==> config.mk <==
export PLATFORM = sky130hd
export DESIGN_NAME = pci_arbiter
export DESIGN_NICKNAME = d
export VERILOG_FILES = /design/src/rtl/pci_pkg.sv /design/src/rtl/pci_rr_picker.sv /design/src/rtl/pci_arbiter.sv
export SDC_FILE = /design/constraint.sdc
export NUM_CORES = 1
export LEC_CHECK = 0
export BUFFER_PORTS_ARGS = -buffer_cell sky130_fd_sc_hd__buf_4
export CORE_MARGIN = 2
export CORE_UTILIZATION = 35
export CTS_CLUSTER_SIZE = 14
export DETAILED_ROUTE_END_ITERATION = 8
export RECOVER_POWER = 50
export SETUP_SLACK_MARGIN = 0.5
export SYNTH_ARGS = -nofsm -noshare
export SYNTH_HDL_FRONTEND = slang
export SYNTH_SLANG_ARGS = --single-unit
==> constraint.sdc <==
create_clock -name clk -period 2.44 [get_ports clk]
set_clock_uncertainty 0.05 [all_clocks]
set_input_delay 0.244 -clock clk [delete_from_list [all_inputs] [get_ports clk]]
set_output_delay 0.244 -clock clk [all_outputs]
set_load 0.005 [all_outputs]
==> src/rtl/pci_pkg.sv <==
// pci_pkg: shared PCI command opcodes, arbiter state encoding and defaults
package pci_pkg;
  localparam int N_MASTERS_DEF = 4;
  typedef enum logic [3:0] {
    SPECIAL_CYCLE = 4'b0001,
    IO_READ       = 4'b0010,
    IO_WRITE      = 4'b0011,
    MEM_READ      = 4'b0110,
    MEM_WRITE     = 4'b0111,
    CONFIG_READ   = 4'b1010,
    CONFIG_WRITE  = 4'b1011,
    READ_MULTIPLE = 4'b1100,
    DUAL_ADDRESS  = 4'b1101,
    READ_LINE     = 4'b1110
  } pci_cmd_e;
  typedef enum logic [1:0] {IDLE, GRANTED, BUSY, TURNAROUND} arb_state_e;
endpackage

==> src/rtl/pci_rr_picker.sv <==
// pci_rr_picker: round-robin winner search starting at ptr, ascending with wrap
module pci_rr_picker #(
  parameter int N = 4,
  localparam int W = $clog2(N)
) (
  input  logic [N-1:0] req,
  input  logic [W-1:0] ptr,
  output logic [W-1:0] winner,
  output logic         any_req
);
  logic [N-1:0] rot;
  assign rot = N'({req, req} >> ptr);
  assign any_req = |req;
  // lowest set bit of the rotated vector is the first requester at or after ptr
  always_comb begin
    winner = '0;
    for (int i = N - 1; i >= 0; i--)
      if (rot[i]) winner = W'((int'(ptr) + i) % N);
  end
endmodule

==> src/rtl/pci_arbiter.sv <==
// pci_arbiter: round-robin PCI bus arbiter with grant timeout and hidden arbitration
module pci_arbiter
  import pci_pkg::*;
#(
  parameter int N_MASTERS = N_MASTERS_DEF,
  parameter int GNT_TIMEOUT = 16,
  localparam int W = $clog2(N_MASTERS),
  localparam int CW = $clog2(GNT_TIMEOUT + 1)
) (
  input  logic                 clk,
  input  logic                 reset,
  input  logic [N_MASTERS-1:0] NREQ,
  input  logic                 NFRAME,
  input  logic                 NIRED,
  output logic [N_MASTERS-1:0] NGNT,
  output logic [W-1:0]         owner,
  output logic                 bus_busy,
  output logic                 timeout_evt
);
  arb_state_e state, state_n;
  logic [W-1:0] ptr, ptr_n, owner_n, winner;
  logic [CW-1:0] cnt, cnt_n;
  logic [N_MASTERS-1:0] ngnt_n, others;
  logic busy_n, tevt_n, any_req, bus_idle;
  pci_rr_picker #(.N(N_MASTERS)) u_pick (
    .req(~NREQ),
    .ptr(ptr),
    .winner(winner),
    .any_req(any_req)
  );
  assign bus_idle = NFRAME & NIRED;
  assign others = ~NREQ & ~(N_MASTERS'(1) << owner);
  // next-state and next-output logic; IDLE and TURNAROUND share the grant path
  always_comb begin
    state_n = state;
    ptr_n = ptr;
    cnt_n = cnt;
    ngnt_n = NGNT;
    owner_n = owner;
    busy_n = bus_busy;
    tevt_n = 1'b0;
    case (state)
      GRANTED: begin
        if (!NFRAME) begin
          state_n = BUSY;
          busy_n = 1'b1;
        end else if (NREQ[owner]) begin
          ngnt_n = '1;
          state_n = IDLE;
        end else if (NIRED) begin
          cnt_n = (cnt == CW'(GNT_TIMEOUT)) ? cnt : cnt + 1'b1;
          if (cnt_n == CW'(GNT_TIMEOUT)) begin
            ngnt_n = '1;
            tevt_n = 1'b1;
            state_n = IDLE;
          end
        end
      end
      BUSY: begin
        if (bus_idle) begin
          state_n = TURNAROUND;
          busy_n = 1'b0;
          ngnt_n = '1;
        end else if (|others) ngnt_n = '1;
      end
      default: begin
        state_n = IDLE;
        ngnt_n = '1;
        busy_n = 1'b0;
        if (any_req) begin
          state_n = GRANTED;
          ngnt_n = ~(N_MASTERS'(1) << winner);
          owner_n = winner;
          ptr_n = (winner == W'(N_MASTERS - 1)) ? '0 : winner + 1'b1;
          cnt_n = '0;
        end
      end
    endcase
  end
  // state and registered outputs, synchronous active-low reset
  always_ff @(posedge clk) begin
    if (!reset) begin
      state <= IDLE;
      ptr <= '0;
      cnt <= '0;
      NGNT <= '1;
      owner <= '0;
      bus_busy <= 1'b0;
      timeout_evt <= 1'b0;
    end else begin
      state <= state_n;
      ptr <= ptr_n;
      cnt <= cnt_n;
      NGNT <= ngnt_n;
      owner <= owner_n;
      bus_busy <= busy_n;
      timeout_evt <= tevt_n;
    end
  end
endmodule

==> results.sh, run 1 <==
export IMPL_cts_hold_buf=0
export IMPL_ios=16
export IMPL_clock_path_buffers=2
export IMPL_io_buffer_count=15
export IMPL_p_leak_nw=0.545
export IMPL_path_class="register to register"
export IMPL_drc=0
export IMPL_vias=1028
export IMPL_maxSlewHeadroom_pct=53.7
export IMPL_seq_area_frac_synth_pct=28.9
export IMPL_drive_gt1_share_pct=31.0
export IMPL_reg2reg_slack_ps=450
export IMPL_yosysWarningCount=0
export IMPL_grt_pass1_vias=1021
export IMPL_design_core_area_um2=3280
export IMPL_max_slew_worst_pin_slew_ps=695
export IMPL_finalSetupViolCount=0
export IMPL_area_growth_pct=23.4
export IMPL_antenna_found_initial=0
export IMPL_finalHoldViolations=0
export IMPL_grt_first_pass_wirelength_mm=4.53
export IMPL_synth_top_cell_by_area="dfxtp_1"
export IMPL_start_util_pct=35.8
export IMPL_avgSynthCellArea_um2=8.59
export IMPL_ff2ff_path_depth=6
export IMPL_rsz0062_at_grt="yes"
export IMPL_tns_ps=0
export IMPL_clk_pin_slew_ps=110
export IMPL_cts_made_buffers=3
export IMPL_fmax_mhz=502
export IMPL_holdPathEnd="cnt[0]"
export IMPL_htree_levels=1
export IMPL_min_period_ps=1990
export IMPL_worst_hold_slack_ps=227
export IMPL_synth_nets=153
export IMPL_ir_drop_v=0.000307
export IMPL_ys_flop_type="dfxtp_1"
export IMPL_antennaDiodeCount=0
export IMPL_dp_hpwl_mm=1.91
export IMPL_cts_tree="yes"
export IMPL_rows=21
export IMPL_root_buffer="clkbuf_4"
export IMPL_die_width_um=62
export IMPL_power_density_nw_per_um2=540
export IMPL_track_usage_pct=15.9
export IMPL_netlist_area_um2=1180
export IMPL_fillers=336
export IMPL_nNetsFinal=172
export IMPL_drv_slew=0
export IMPL_grt_max_degree=17
export IMPL_critical_path_arrival_ps=2140
export IMPL_die_h_um=62
export IMPL_r2r_end="NGNT[2]"
export IMPL_worstHoldPathCells=3
export IMPL_clock_latency_ps=290
export IMPL_required_ps=2580
export IMPL_ant_nets=0
export IMPL_ys_seq_elements=17
export IMPL_first_pass_iters=4
export IMPL_globalplace_congestion=0.881
export IMPL_hold_path_class="input pin to register"
export IMPL_worstSetupEndpointType="register"
export IMPL_die_area_um2=3840
export IMPL_avgViaCountPerCell=5.11
export IMPL_min_period_over_period_pct=81.7
export IMPL_synth_cell_types=42
export IMPL_max_cap_violations=0
export IMPL_synth_area_leaders="dfxtp_1 29%, ha_1 8.5%, mux2_4 5.1%, nand3_1 4.3%, nand2_1 4.1%"
export IMPL_setup_worst_path_start_class="register"
export IMPL_synthCells=137
export IMPL_synthArstFlopShare_pct=0
export IMPL_gr_total_overflow=0
export IMPL_yosys_area_top_type_share_pct=28.9
export IMPL_wl_per_cell_um=13.2
export IMPL_wirelength_mm=2.66
export IMPL_synth_edf_count=0
export IMPL_worstReg2RegStart="cnt[1]"
export IMPL_path_max_fanout=4
export IMPL_drt_iter0_drc=38
export IMPL_hp_start="reset"
export IMPL_run_status="completed"
export IMPL_synth_most_common_cell="dfxtp_1"
export IMPL_cts_sinks=17
export IMPL_ys_top_cells_by_count="17 x dfxtp_1, 13 x nand2_1, 10 x nand3_1, 10 x nor2_1, 9 x a21oi_1"
## cells by family (layout without fill, tap and decap cells)
group,after synthesis,count (layout),share of synthesized area [%]
AND/OR/NAND/NOR,56,56,26.9
AO/OA/AOI/OAI,32,32,18.6
flip-flops,17,17,28.9
buffers and inverters,13,31,5.31
adder cells (fa/ha/maj),8,8,8.50
multiplexers,8,8,9.56
XOR/XNOR,3,3,2.23
## worst max path at each step
stage,startpoint,endpoint,slack [ps]
global route,owner[1],state[1],330
floorplan,cnt[1],NGNT[0],520
detailed placement,cnt[1],NGNT[2],400
finish,cnt[1],NGNT[2],450
CTS,cnt[2],NGNT[2],500
global placement,cnt[1],NGNT[2],440
## what timing repair did
action / in CTS / in global routing
buffers inserted: 0 / 3
endpoints found under the setup margin: 5 / 10
gates cloned: 0 / 0
resized for setup: 13 / 10
pin swaps: 4 / 5
## stage by stage
step	utilization (%)	worst slack, ps	instances	area [um^2]	power (mW)
global placement	40.3	444	194	1320	0.617
finish	44.2	448	201	1450	0.784
detailed placement	40.3	398	194	1320	0.621
CTS	42.6	500	198	1400	0.784
floorplan	-	517	137	1180	0.544
global route	44.2	335	201	1450	0.850
## where the power goes
| part | switching (mW) | leakage, nW | internal, mW | total (mW) |
|---|---|---|---|---|
| combinational | 0.153 | 0.386 | 0.136 | 0.289 |
| clock | 0.0954 | 0.0177 | 0.0609 | 0.156 |
| sequential | 0.0316 | 0.141 | 0.308 | 0.339 |
## cell usage in the layout (no fill, tap or decap), types with 3 or more instances in the layout
| cell | n |
|---|---|
| mux2i_1 | 3 |
| a21oi_1 | 9 |
| or2b_2 | 4 |
| ha_1 | 6 |
| inv_1 | 6 |
| buf_4 | 11 |
| o21ai_0 | 6 |
| nor2_1 | 9 |
| dfxtp_1 | 13 |
| clkbuf_4 | 9 |
| mux2_4 | 4 |
| nand2_1 | 13 |
| nand3_1 | 10 |
## layout make-up
cell class	instances	area (um^2)	share of cell area, %
clock inverters	1	5.00	0.345
clock buffers	3	22.5	1.55
multi-input cells	107	845	58.1
well taps	46	57.6	3.96
repair buffers	18	131	9.04
inverters	9	41.3	2.84
flip-flops and latches	17	350	24.1
## sequential cells by signal, indices dropped and copies added, names as in the netlist
| name | count |
|---|---|
| timeout_evt | 1 |
| owner | 2 |
| NGNT | 4 |
| cnt | 5 |
| state | 2 |
| bus_busy | 1 |
| ptr | 2 |
## layer usage
layer	GRT usage [%]	part of all wire [%]	up-vias	routed length, um
met2	27.7	49	18	1300
met4	5.78	2.1	0	55
li1	-	-	525	-
met3	3.31	3.1	6	83
met5	0	0	-	0
met1	19.1	46	479	1220
## critical path, cell delays in order (launching register included)
cell	delay, ps
dfxtp_4	410
inv_6	50
ha_4	230
nand4b_1	250
a211o_1	350
a22o_4	250
mux2_4	310
Note: power is estimated with default switching activity, not from simulation.
==> run 2: changes to the inputs <==
==> constraint.sdc (replaced) <==
create_clock -name clk -period 1.9 [get_ports clk]
set_clock_uncertainty 0.05 [all_clocks]
set_input_delay 0.19 -clock clk [delete_from_list [all_inputs] [get_ports clk]]
set_output_delay 0.19 -clock clk [all_outputs]
set_load 0.005 [all_outputs]
==> run 2 against run 1 <==
The run now ends with negative setup slack left. Die area unchanged. Utilization up 6.6 points. Cell count up 6.5%. Sequential share of layout area down 2.9 points. Global-route usage up 0.22 points. Non-clock buffer count up 13. Power up 47%. Maximum frequency up 3.1%. Clock power up 35%. Via count up 5.0%. Register-to-register slack worse by 480 ps. Largest cell class unchanged. Largest power group is now combinational cells.
==> results.sh, run 2 (synthesized netlist as in run 1, its figures left out) <==
export IMPL_cts_tree="yes"
export IMPL_cts_made_buffers=3
export IMPL_wl_per_cell_um=13.4
export IMPL_critical_path_arrival_ps=2080
export IMPL_grt_max_degree=17
export IMPL_cts_sinks=17
export IMPL_crit_chain="inv_4 > ha_4 > nand4b_1 > a211o_1 > a22o_4 > mux2_4"
export IMPL_cp_depth=6
export IMPL_htree_levels=1
export IMPL_worstPathBufferInverterCount=1
export IMPL_ios=16
export IMPL_drt_iter0_drc=20
export IMPL_cp_top_family="compound AO/OA/AOI/OAI gates"
export IMPL_setup_slack_ps=-32.9
export IMPL_io_buffer_count=15
export IMPL_first_pass_iters=4
export IMPL_dp_cells=205
export IMPL_maxSlewHeadroom_pct=66.2
export IMPL_required_ps=2050
export IMPL_power_density_nw_per_um2=693
export IMPL_die_width_um=62
export IMPL_setup_worst_path_start_class="register"
export IMPL_max_cap_violations=0
export IMPL_drc=0
export IMPL_globalplace_congestion=0.802
export IMPL_p_leak_nw=0.628
export IMPL_root_buffer="clkbuf_4"
export IMPL_path_class="register to register"
export IMPL_worstReg2RegStart="cnt[1]"
export IMPL_largest_reg_flops=5
export IMPL_fmax_mhz=517
export IMPL_fillers=319
export IMPL_avgViaCountPerCell=5.04
export IMPL_finalHoldViolations=0
export IMPL_finalSetupViolCount=4
export IMPL_drv_slew=0
export IMPL_antennaDiodeCount=0
export IMPL_run_status="finished with violations"
export IMPL_nNetsFinal=185
export IMPL_path_max_fanout=4
export IMPL_max_slew_worst_pin_slew_ps=506
export IMPL_vias=1079
export IMPL_wirelength_mm=2.86
export IMPL_utilization_pct=50.8
export IMPL_start_util_pct=35.8
export IMPL_rows=21
export IMPL_hp_start="reset"
export IMPL_layoutNonFillerInstCount=214
export IMPL_cpMaxStageDelayCell="dfxtp_4"
export IMPL_ir_drop_v=0.000370
export IMPL_max_stage_delay_ps=400
export IMPL_ff2ff_path_depth=6
export IMPL_track_usage_pct=16.1
export IMPL_die_h_um=62
export IMPL_hold_path_class="input pin to register"
export IMPL_clock_path_buffers=2
export IMPL_die_area_um2=3840
export IMPL_gr_total_overflow=0
export IMPL_area_growth_pct=41.8
export IMPL_grt_first_pass_wirelength_mm=4.62
export IMPL_design_core_area_um2=3280
export IMPL_dp_hpwl_mm=2.00
export IMPL_reg2reg_slack_ps=-30
export IMPL_holdPathEnd="cnt[0]"
export IMPL_ant_nets=0
export IMPL_min_period_ps=1930
export IMPL_worst_hold_slack_ps=136
export IMPL_antenna_found_initial=0
export IMPL_top_register="cnt"
export IMPL_grt_pass1_vias=1032
export IMPL_violations="negative setup slack"
export IMPL_final_common_cell="buf_4"
export IMPL_layout_common_cells="23 x buf_4, 12 x dfxtp_1, 12 x nand2_1, 10 x nand3_1, 9 x clkbuf_4"
export IMPL_min_period_over_period_pct=102
export IMPL_rsz0062_at_grt="yes"
export IMPL_clock_latency_ps=310
export IMPL_biggestRegsByFlops="cnt: 5 flops, NGNT: 4 flops"
export IMPL_worstSetupEndpointType="register"
export IMPL_cts_hold_buf=0
export IMPL_worstHoldPathCells=3
export IMPL_tns_ps=-104
export IMPL_dp_slack_ps=4.47
export IMPL_clk_pin_slew_ps=100
export IMPL_drive_gt1_share_pct=48.2
export IMPL_r2r_end="NGNT[2]"
-- run 2: changes by cell type in the layout (fill, tap and decap cells not counted), sizes merged --
cell	previous run	this run
buf	11	24
-- run 2: worst register-to-register path, stage by stage (launching register included) --
cell      delay, ps
dfxtp_4         400
inv_4            40
ha_4            230
nand4b_1        240
a211o_1         320
a22o_4          250
mux2_4          300
-- run 2: layer usage --
metal  vias to the layer above  wire length, um  track usage, %
met3                         4               50            3.11
met4                         0               27            5.47
met5                         -                0               0
li1                        552                -               -
met2                        10             1490            28.0
met1                       513             1280            19.7
-- run 2: stage by stage --
stage	total power, mW	area (um^2)
2_1_floorplan	0.728	1240
3_3_place_gp	0.839	1470
3_5_place_dp	0.848	1470
4_1_cts	1.13	1610
5_1_grt	1.23	1670
6_report	1.16	1670
-- run 2: layout make-up --
class / count / area [um^2] / area share [%]
tap: 46 / 57.6 / 3.45
timing repair buffer: 31 / 233 / 13.9
sequential: 17 / 354 / 21.2
multi-input combinational: 107 / 961 / 57.6
inverter: 9 / 36.3 / 2.17
clock buffer: 3 / 22.5 / 1.35
clock inverter: 1 / 5.00 / 0.300
-- run 2: repair_timing --
item	4_1_cts	5_1_grt
pin swaps	12	12
setup endpoints to repair	16	15
gates resized for setup	20	16
gates cloned	0	0
buffers inserted	4	1
-- run 2: report_power, final --
group	leakage, nW	total, mW	switching (mW)	internal [mW]
clock network	0.0177	0.211	0.132	0.0787
registers	0.142	0.440	0.0409	0.399
logic	0.469	0.506	0.258	0.248
-- run 2: worst max path at each step --
| stage | start | slack (ps) | endpoint |
|---|---|---|---|
| 3_5_place_dp | cnt[1] | 4 | NGNT[2] |
| 2_1_floorplan | cnt[1] | 80 | NGNT[0] |
| 4_1_cts | cnt[1] | -20 | NGNT[2] |
| 3_3_place_gp | cnt[0] | 30 | NGNT[2] |
| 5_1_grt | cnt[1] | -80 | NGNT[2] |
| 6_report | cnt[1] | -30 | NGNT[2] |
